$ cat src/rtl/regfile_wr_arbiter.sv
// Write-side controller for the register file: round-robin arbitration of two
// valid/ready requesters onto the single write port, plus a zero-fill clear sweep.
module regfile_wr_arbiter #(
  parameter int unsigned DATA_W         = 16,
  parameter int unsigned ADDR_W         = 4,
  parameter bit          CLEAR_ON_RESET = 1'b1
) (
  input  logic              clk,
  input  logic              rst_n,
  input  logic              clr_req,
  input  logic              a_valid,
  input  logic [ADDR_W-1:0] a_addr,
  input  logic [DATA_W-1:0] a_data,
  output logic              a_ready,
  input  logic              b_valid,
  input  logic [ADDR_W-1:0] b_addr,
  input  logic [DATA_W-1:0] b_data,
  output logic              b_ready,
  output logic              rf_en,
  output logic [ADDR_W-1:0] rf_wr_addr,
  output logic [DATA_W-1:0] rf_wr_data,
  output logic              busy
);

  localparam logic [ADDR_W-1:0] CLR_LAST = {ADDR_W{1'b1}};

  typedef enum logic [1:0] {
    S_IDLE  = 2'd0,
    S_CLEAR = 2'd1,
    S_RUN   = 2'd2
  } state_t;

  state_t            r_state;
  state_t            w_state_nxt;
  logic [ADDR_W-1:0] r_clr_cnt;
  logic [ADDR_W-1:0] w_clr_cnt_nxt;
  logic              r_prio;
  logic              w_prio_nxt;

  // State register; r_prio = 1 means B wins a tie.
  always_ff @(posedge clk or negedge rst_n) begin
    if (!rst_n) begin
      r_state   <= S_IDLE;
      r_clr_cnt <= '0;
      r_prio    <= 1'b0;
    end else begin
      r_state   <= w_state_nxt;
      r_clr_cnt <= w_clr_cnt_nxt;
      r_prio    <= w_prio_nxt;
    end
  end

  // Next-state and write-port decode; grants are combinational for zero-latency writes.
  always_comb begin
    w_state_nxt   = r_state;
    w_clr_cnt_nxt = r_clr_cnt;
    w_prio_nxt    = r_prio;
    a_ready       = 1'b0;
    b_ready       = 1'b0;
    rf_en         = 1'b0;
    rf_wr_addr    = '0;
    rf_wr_data    = '0;
    busy          = 1'b1;

    case (r_state)
      S_IDLE: begin
        w_clr_cnt_nxt = '0;
        w_state_nxt   = CLEAR_ON_RESET ? S_CLEAR : S_RUN;
      end

      S_CLEAR: begin
        rf_en         = 1'b1;
        rf_wr_addr    = r_clr_cnt;
        w_clr_cnt_nxt = r_clr_cnt + ADDR_W'(1);
        if (r_clr_cnt == CLR_LAST) begin
          w_state_nxt = S_RUN;
        end
      end

      S_RUN: begin
        busy    = 1'b0;
        a_ready = a_valid & (~b_valid | ~r_prio);
        b_ready = b_valid & (~a_valid | r_prio);
        if (a_ready) begin
          rf_en      = 1'b1;
          rf_wr_addr = a_addr;
          rf_wr_data = a_data;
          w_prio_nxt = 1'b1;
        end else if (b_ready) begin
          rf_en      = 1'b1;
          rf_wr_addr = b_addr;
          rf_wr_data = b_data;
          w_prio_nxt = 1'b0;
        end
        // The grant above still completes in the same cycle as a clear request.
        if (clr_req) begin
          w_state_nxt   = S_CLEAR;
          w_clr_cnt_nxt = '0;
        end
      end

      default: begin
        w_state_nxt = S_IDLE;
      end
    endcase
  end

endmodule

$ cat config.mk
export PLATFORM = sky130hd
export DESIGN_NAME = regfile_wr_arbiter
export DESIGN_NICKNAME = d
export VERILOG_FILES = /design/src/rtl/regfile_wr_arbiter.sv
export SDC_FILE = /design/constraint.sdc
export NUM_CORES = 1
export LEC_CHECK = 0
export ABC_CLOCK_PERIOD_IN_PS = 2000
export BUFFER_PORTS_ARGS = -buffer_cell sky130_fd_sc_hd__buf_2
export CORE_ASPECT_RATIO = 1.5
export CORE_MARGIN = 3
export CORE_UTILIZATION = 37
export DETAILED_ROUTE_END_ITERATION = 10
export PLACE_DENSITY = 0.79
export SLEW_MARGIN = 0
export SYNTH_ARGS = -nofsm -noshare
export SYNTH_HDL_FRONTEND = slang
export SYNTH_SLANG_ARGS = --single-unit
export TNS_END_PERCENT = 50
$ cat constraint.sdc
create_clock -name clk -period 2 [get_ports clk]
set_input_delay 0 -clock clk [delete_from_list [all_inputs] [get_ports clk]]
set_output_delay 0 -clock clk [all_outputs]
set_load 0.01 [all_outputs]
==> flow_metrics.tcl, run 1 <==
set metrics [dict create \
    ff2ff_path_depth 5 \
    grt_overflow_total 0 \
    num-fill-cells 178 \
    syn_to_final_growth_pct 47.4 \
    vias 957 \
    cap_violations 0 \
    startpoint "r_state[0]" \
    cts_tree "built" \
    end_kind "primary output" \
    antenna_found_initial 0 \
    critPathBufInv 3 \
    pwr_density_cell_nw_per_um2 938 \
    fin_skew_ns 0.00226 \
    grt.total_usage 0.182 \
    worst_pin_slew_ns 0.441 \
    fin_crit_ns 1.89 \
    final_common_cell "buf_2" \
    synth_compound_area_frac 0.372 \
    outcome "finished clean" \
    arrival_ns 1.89 \
    synth_top_area_cell "dfrtp_1" \
    path_cells "inv_1 > ha_1 > and2_4 > and2_1 > buf_4 > o31a_1 > buf_2" \
    viasPerCell 5.47 \
    worstPathMaxFanout 18 \
    postSynthCellCount 85 \
    clk_latency_ns 0.24 \
    die_h_um 61.9 \
    p_leak_uw 0.000631 \
    ys_seq_elements 7 \
    r2r_end "r_clr_cnt[3]" \
    ys_types 28 \
    slowest_stage "dfrtp_2" \
    setup_tns_ns 0 \
    layout_common_cells "buf_2 (68), a22o_1 (17), nand3_1 (7)" \
    slew_headroom 0.699 \
    drtIter0Drc 29 \
    fin_cells 175 \
    path_class "flop to primary output" \
    place_hpwl_um 2170 \
    antenna_left 0 \
    grt_max_degree 19 \
    cpPeakStageDelay_ns 0.41 \
    io_buffer_count 68 \
    yosys.area_share.adder 0.0974 \
    clkTransAtPathRegs_ns 0.05 \
    yosysWarningCount 0 \
    setup_violations 0 \
    drt_wl_total_um 2550 \
    hold_viol 0 \
    synthMuxAreaShare 0.0146 \
    cp.depth 7 \
    setup_ws_ns 0.112 \
    h-tree-depth 1 \
    gp_congestion 0.814 \
    post-route-drc-count 0 \
    grt_pass1_vias 843 \
    dpl_cell_area_um2 1100 \
    synth_nets 136 \
    synth_area_um2 771 \
    dpl.cell_count 170 \
    reg2reg_slack_ns 0.36 \
    cp.required_ns 2.00 \
    start_kind "flop" \
    synth_top_family_by_area "compound AO/OA/AOI/OAI gates" \
    cts_root_buffer "clkbuf_4" \
    fp.dieArea_um2 2680 \
    dieWidth_um 43.3 \
    avgSynthCellArea_um2 9.07 \
    rsz0062_at_grt "false" \
    synthTopCellsByArea "dfrtp_1 (23%), a22o_1 (19%), ha_1 (9.7%), a32oi_1 (4.5%), nand3_1 (4.5%)" \
    io_pins 69 \
    start_util 0.405 \
    post_cts_buffers 0 \
    period_share 0.944 \
    synth_top_area_frac 0.227 \
    place_ws_ns 0.337 \
    timing.rr.start "r_state[0]" \
    cp_top_family "flip-flops" \
    min_path_type "input pin to asynchronous set/reset pin" \
    post_drt_wl_per_cell_um 14.6 \
    rows 19 \
    clock-sinks 7 \
    synth_xor_area_frac 0 \
    cts_made_buffers 3 \
    synthSimpleGateAreaFrac 0.209 \
    dr.pass1.iters 4 \
    crit_path_end "rf_en" \
    stdcell_area_um2 1140 \
    nNetsFinal 206 \
    maxSlewViolCount 0 \
    max_freq_ghz 0.530 \
    grt_pass1_wl_um 3720 \
    drive_gt1_frac 0.513 \
    core_um2 1900 \
    vdd_drop_max_v 0.000623 \
    seq_area_frac_synth 0.227 \
    antenna_cells 0 \
    clk_path_buf_depth 2 \
]
## state kept, by name, summed over array words and instances, names as in the netlist
| signal | flops |
|---|---|
| r_state | 2 |
| r_prio | 1 |
| r_clr_cnt | 4 |
## how the worst min path moves through the flow
stage	cells after the start	slack [ns]	end	startpoint
after global placement	1	-0.16	r_state[1]	rst_n
final	2	0.11	r_state[1]	rst_n
after global routing	2	0.11	r_state[1]	rst_n
after CTS	2	0.11	r_state[1]	rst_n
after detailed placement	1	-0.16	r_state[1]	rst_n
after floorplan	0	-0.30	r_clr_cnt[0]	rst_n
## final cells by class
type	count	area [um2]	share of cell area
Sequential cell	7	176	0.155
Tap cell	21	26.3	0.0231
Inverter	4	15.0	0.0132
Timing Repair Buffer	70	358	0.315
Multi-Input combinational cell	69	534	0.470
Clock buffer	4	26.3	0.0231
## cell usage after synthesis
library cell  instances
a2111oi_0             1
a211o_1               2
a21boi_0              4
a21oi_1               2
a22o_1               17
a32oi_1               4
and2_1                1
and2_4                3
and3_1                1
buf_2                 1
buf_4                 1
buf_6                 3
dfrtp_1               7
ha_1                  6
inv_1                 4
mux2_2                1
nand2_1               4
nand2b_1              4
nand2b_4              1
nand3_1               7
nand4b_1              1
nor2_1                1
nor2b_2               1
nor4_1                1
o21ai_0               4
o31a_1                1
o31ai_1               1
or2_1                 1
## per-layer routing
metal | track usage | vias up | wire length [um]
li1 | - | 465 | -
met1 | 0.184 | 432 | 917
met2 | 0.347 | 56 | 1290
met3 | 0.0605 | 4 | 315
met4 | 0.0647 | 0 | 26
met5 | 0 | - | 0
## per-stage QoR
step	util	hold slack [ns]	power (uW)
floorplan	-	-0.296	722
detailed placement	0.578	-0.163	939
finish	0.597	0.111	1070
CTS	0.597	0.106	1070
global route	0.597	0.114	1160
global placement	0.578	-0.160	905
## cells by family after synthesis
group                      count (synthesis)
muxes                                      1
buffers and inverters                      9
DFF                                        7
AOI/OAI and AO/OA                         36
and+or+nand+nor                           26
adders and majority gates                  6
## where the power goes
group / total [uW] / switching [uW] / internal [uW]
combinational: 697 / 371 / 326
clock: 122 / 45.9 / 75.7
sequential: 247 / 55.6 / 191
total: 1070 / 472 / 593
## repair_timing
| action | in CTS | in global routing |
|---|---|---|
| setup endpoints to repair | 0 | 15 |
| gates resized for setup | 0 | 1 |
| hold buffers | 1 | 0 |
| hold endpoints to repair | 7 | 0 |
No activity file was read; power rests on OpenSTA's default activity.
==> inputs of run 2 (changes only) <==
--- a/config.mk
+++ b/config.mk
@@ -7,7 +7,7 @@
 export LEC_CHECK = 0
 export ABC_CLOCK_PERIOD_IN_PS = 2000
 export BUFFER_PORTS_ARGS = -buffer_cell sky130_fd_sc_hd__buf_2
-export CORE_ASPECT_RATIO = 1.5
+export CORE_ASPECT_RATIO = 0.8
 export CORE_MARGIN = 3
 export CORE_UTILIZATION = 37
 export DETAILED_ROUTE_END_ITERATION = 10
==> run 2 against run 1 <==
Compared with the run above:
- final area grew 0.55%
- highest routed layer unchanged
- sequential share of layout area shrank 0.085 points
- flip-flop and latch count is the same
- critical path depth is the same
- final cell count grew 1.7%
- clock power grew 7%
- die area shrank 0.31%
- largest power group unchanged
- maximum frequency grew 1.9%
- routed wire length shrank 2.6%
- largest cell class unchanged
- via count shrank 4.6%
- first-iteration DRC count shrank 17%
==> flow_metrics.tcl, run 2 (same netlist as run 1, synthesis figures left out) <==
set metrics [dict create \
    die_h_um 46.8 \
    fin_crit_ns 1.85 \
    drt_wl_total_um 2480 \
    reg2reg_slack_ns 0.43 \
    largest_reg_flops 4 \
    place_ws_ns 0.303 \
    worstPathMaxFanout 18 \
    drtIter0Drc 24 \
    clock-sinks 7 \
    nNetsFinal 206 \
    cts_tree "built" \
    outcome "finished clean" \
    syn_to_final_growth_pct 48.2 \
    p_leak_uw 0.000629 \
    final_common_cell "buf_2" \
    r2r_end "r_clr_cnt[3]" \
    cts_root_buffer "clkbuf_4" \
    maxSlewViolCount 0 \
    clk_path_buf_depth 2 \
    pwr_density_cell_nw_per_um2 931 \
    grt_overflow_total 0 \
    place_hpwl_um 2040 \
    post_drt_wl_per_cell_um 13.9 \
    h-tree-depth 1 \
    antenna_cells 0 \
    antenna_found_initial 0 \
    grt_pass1_vias 747 \
    setup_tns_ns 0 \
    final_core_util 0.593 \
    path_class "flop to primary output" \
    cp.required_ns 2.00 \
    vias 913 \
    period_share 0.926 \
    worst_pin_slew_ns 0.431 \
    core_um2 1930 \
    cap_violations 0 \
    dr.pass1.iters 4 \
    clk_latency_ns 0.26 \
    fin_skew_ns 0.00844 \
    gp_congestion 0.759 \
    arrival_ns 1.85 \
    fp.dieArea_um2 2670 \
    clkTransAtPathRegs_ns 0.06 \
    grt.total_usage 0.167 \
    rows 14 \
    max_freq_ghz 0.540 \
    hold_viol 0 \
    start_kind "flop" \
    setup_violations 0 \
    cts_made_buffers 3 \
    start_util 0.400 \
    timing.rr.start "r_state[0]" \
    drive_gt1_frac 0.519 \
    dieWidth_um 57.0 \
    end_kind "primary output" \
    rsz0062_at_grt "false" \
    antenna_left 0 \
    min_path_type "input pin to asynchronous set/reset pin" \
    io_pins 69 \
    vdd_drop_max_v 0.000767 \
    slew_headroom 0.712 \
    regMostFlops "r_clr_cnt" \
    post_cts_buffers 0 \
    post-route-drc-count 0 \
    viasPerCell 5.13 \
    setup_ws_ns 0.148 \
    io_buffer_count 68 \
    grt_pass1_wl_um 3460 \
    layout_common_cells "buf_2 (68), a22o_1 (17), nand3_1 (7)" \
    ff2ff_path_depth 5 \
    grt_max_degree 19 \
    top_regs "r_clr_cnt (4), r_state (2), r_prio (1)" \
]
run 2: cell count changes in the layout (fill, tap and decap cells not counted):
cell | before | now
ha_1 | 6 | 5
ha_2 | 0 | 1
run 2: power by group:
group	switching (uW)	internal, uW	total [uW]	leakage, uW
sequential	57.6	191	248	0.0000898
combinational	356	328	684	0.000524
clock	54.8	76.3	131	0.0000150
run 2: how the worst max path moves through the flow:
stage                     startpoint           end  slack, ns  depth (start not counted)
after floorplan           r_state[0]  r_clr_cnt[3]       0.46                          5
after global placement    r_state[0]         rf_en       0.39                          7
after detailed placement  r_state[0]         rf_en       0.30                          7
after CTS                 r_state[0]         rf_en       0.02                          7
after global routing      r_state[0]         rf_en       0.04                          7
final                     r_state[0]         rf_en       0.15                          7
run 2: routing by layer:
metal  vias up  track usage  part of all wire
li1        469            -                 -
met1       413        0.235              0.46
met2        25        0.255              0.49
met3         6       0.0412             0.037
met4         0       0.0556             0.012
met5         -            0                 0
run 2: worst max-delay path: stages (launching register included):
cell and delay [ns]:
dfrtp_2 0.41, inv_1 0.08, ha_2 0.22, and2_4 0.19, and2_1 0.13, buf_4 0.19, o31a_1 0.24, buf_2 0.14
run 2: timing repair:
item,CTS,global route
hold buffers,1,0
gates resized for setup,0,2
endpoints found under the hold margin,7,0
endpoints found under the setup margin,0,17
run 2: final cells by class:
type                            count  area, um2
Sequential cell                     7        176
Timing Repair Buffer               70        358
Clock buffer                        4       26.3
Fill cell                         192        785
Inverter                            4       15.0
Multi-Input combinational cell     69        537
Tap cell                           24       30.0
run 2: per-stage QoR:
stage	cells	cell area, um2	power (uW)	hold WS, ns
2_1_floorplan	85	771	722	-0.296
3_3_place_gp	173	1100	909	-0.158
3_5_place_dp	173	1100	928	-0.160
4_1_cts	178	1140	1070	0.0937
5_1_grt	178	1140	1170	0.108
6_report	178	1140	1060	0.0979
==> inputs of run 3 (changes only) <==
--- a/config.mk
+++ b/config.mk
@@ -12,6 +12,7 @@
 export CORE_UTILIZATION = 37
 export DETAILED_ROUTE_END_ITERATION = 10
 export PLACE_DENSITY = 0.79
+export REMOVE_ABC_BUFFERS = 1
 export SLEW_MARGIN = 0
 export SYNTH_ARGS = -nofsm -noshare
 export SYNTH_HDL_FRONTEND = slang
==> run 3 against run 2 <==
Compared with the run above:
- sequential power hardly changed
- critical path depth stayed put
- combinational power up 0.7%
- final cell count unchanged
- highest routed layer unchanged
- die area stayed put
- flip-flop and latch count unchanged
- core utilization unchanged
- final area stayed put
- non-clock buffer count stayed put
- global-route usage increased by 1.6 points
- clock power about the same
- critical path type unchanged
- routed wire length increased by 3.7%
- largest cell class unchanged
==> flow_metrics.tcl, run 3 (same netlist as run 1, synthesis figures left out) <==
set metrics [dict create \
    cts_tree "built" \
    worstPathMaxFanout 18 \
    drive_gt1_frac 0.519 \
    p_total_uw 1060 \
    dpl.cell_count 173 \
    antenna_cells 0 \
    cpPeakStageDelay_ns 0.40 \
    fp.dieArea_um2 2670 \
    ff2ff_path_depth 5 \
    gp_congestion 0.773 \
    regMostFlops "r_clr_cnt" \
    fin_cells 178 \
    drtIter0Drc 24 \
    post_drt_wl_per_cell_um 14.5 \
    stdcell_area_um2 1140 \
    path_cells "inv_1 > ha_2 > and2_4 > and2_1 > buf_4 > o31a_1 > buf_2" \
    post-route-drc-count 0 \
    timing.rr.start "r_state[0]" \
    cap_violations 0 \
    worst_pin_slew_ns 0.444 \
    grt_max_degree 19 \
    fin_hold_ws_ns 0.0964 \
    drt_wl_total_um 2570 \
    period_share 0.916 \
    start_util 0.400 \
    start_kind "flop" \
    dpl_cell_area_um2 1100 \
    syn_to_final_growth_pct 48.2 \
    core_um2 1930 \
    min_path_type "input pin to asynchronous set/reset pin" \
    fin_crit_ns 1.83 \
    cts_made_buffers 3 \
    grt_pass1_wl_um 3650 \
    end_kind "primary output" \
    grt_pass1_vias 805 \
    place_hpwl_um 2130 \
    die_h_um 46.8 \
    max_freq_ghz 0.546 \
    clk_path_buf_depth 2 \
    clock-sinks 7 \
    layout_common_cells "buf_2 (68), a22o_1 (17), nand3_1 (7)" \
    top_regs "r_clr_cnt (4), r_state (2), r_prio (1)" \
    cp.required_ns 2.00 \
    maxSlewViolCount 0 \
    grt.total_usage 0.183 \
    cts_root_buffer "clkbuf_4" \
    arrival_ns 1.83 \
    dr.pass1.iters 4 \
    pwr_density_cell_nw_per_um2 932 \
    reg2reg_slack_ns 0.45 \
    vias 934 \
    nNetsFinal 206 \
    outcome "finished clean" \
    h-tree-depth 1 \
    grt_overflow_total 0 \
    io_buffer_count 68 \
    setup_violations 0 \
    dieWidth_um 57.0 \
    clk_latency_ns 0.26 \
    p_leak_uw 0.000629 \
    antenna_left 0 \
    io_pins 69 \
    vdd_drop_max_v 0.000765 \
    final_common_cell "buf_2" \
    viasPerCell 5.25 \
    setup_tns_ns 0 \
    rows 14 \
    antenna_found_initial 0 \
    slowest_stage "dfrtp_2" \
    path_class "flop to primary output" \
    largest_reg_flops 4 \
    r2r_end "r_clr_cnt[3]" \
    slew_headroom 0.704 \
    hold_viol 0 \
    post_cts_buffers 0 \
    rsz0062_at_grt "false" \
    clkTransAtPathRegs_ns 0.05 \
    fin_skew_ns 0.00581 \
]
run 3: cell counts in the layout (fill, tap and decap cells not counted):
Identical to the previous run, type by type.
run 3: worst max-delay path by stage:
stage	from	end
after floorplan	r_state[0]	rf_wr_data[0]
after global placement	r_state[0]	rf_en
after detailed placement	r_state[0]	rf_en
after CTS	r_state[0]	rf_en
after global routing	r_state[0]	rf_en
final	r_state[0]	rf_en
run 3: power by group:
| group | internal, uW | switching, uW |
|---|---|---|
| clock network | 76.2 | 54.1 |
| registers | 191 | 54.4 |
| logic | 326 | 362 |
run 3: critical path, delay by kind of cell, from the launching register on:
family	cells	cell delay [ns]
buffers and inverters	3	0.41
adders and majority gates	1	0.22
AOI/OAI and AO/OA	1	0.24
DFF	1	0.40
and+or+nand+nor	2	0.31
run 3: area by class of cell:
class	instances	area [um2]
Fill cell	190	785
Multi-Input combinational cell	69	537
Timing Repair Buffer	70	358
Sequential cell	7	176
Tap cell	24	30.0
Clock buffer	4	26.3
Inverter	4	15.0
run 3: repair_timing:
item	CTS	global route
endpoints found under the setup margin	0	17
hold buffers	1	0
endpoints found under the hold margin	7	0
resized for setup	0	2
run 3: stage by stage:
step | setup slack, ns | utilization
after floorplan | 0.414 | -
after global placement | 0.387 | 0.572
after detailed placement | 0.324 | 0.572
after CTS | 0.0458 | 0.591
after global routing | 0.0326 | 0.593
final | 0.168 | 0.593
run 3: metal layers:
layer	vias to the layer above	share of wire	global-route usage
met5	-	0	0
li1	471	-	-
met3	8	0.047	0.0742
met1	436	0.41	0.208
met4	0	0.017	0.0833
met2	19	0.53	0.312
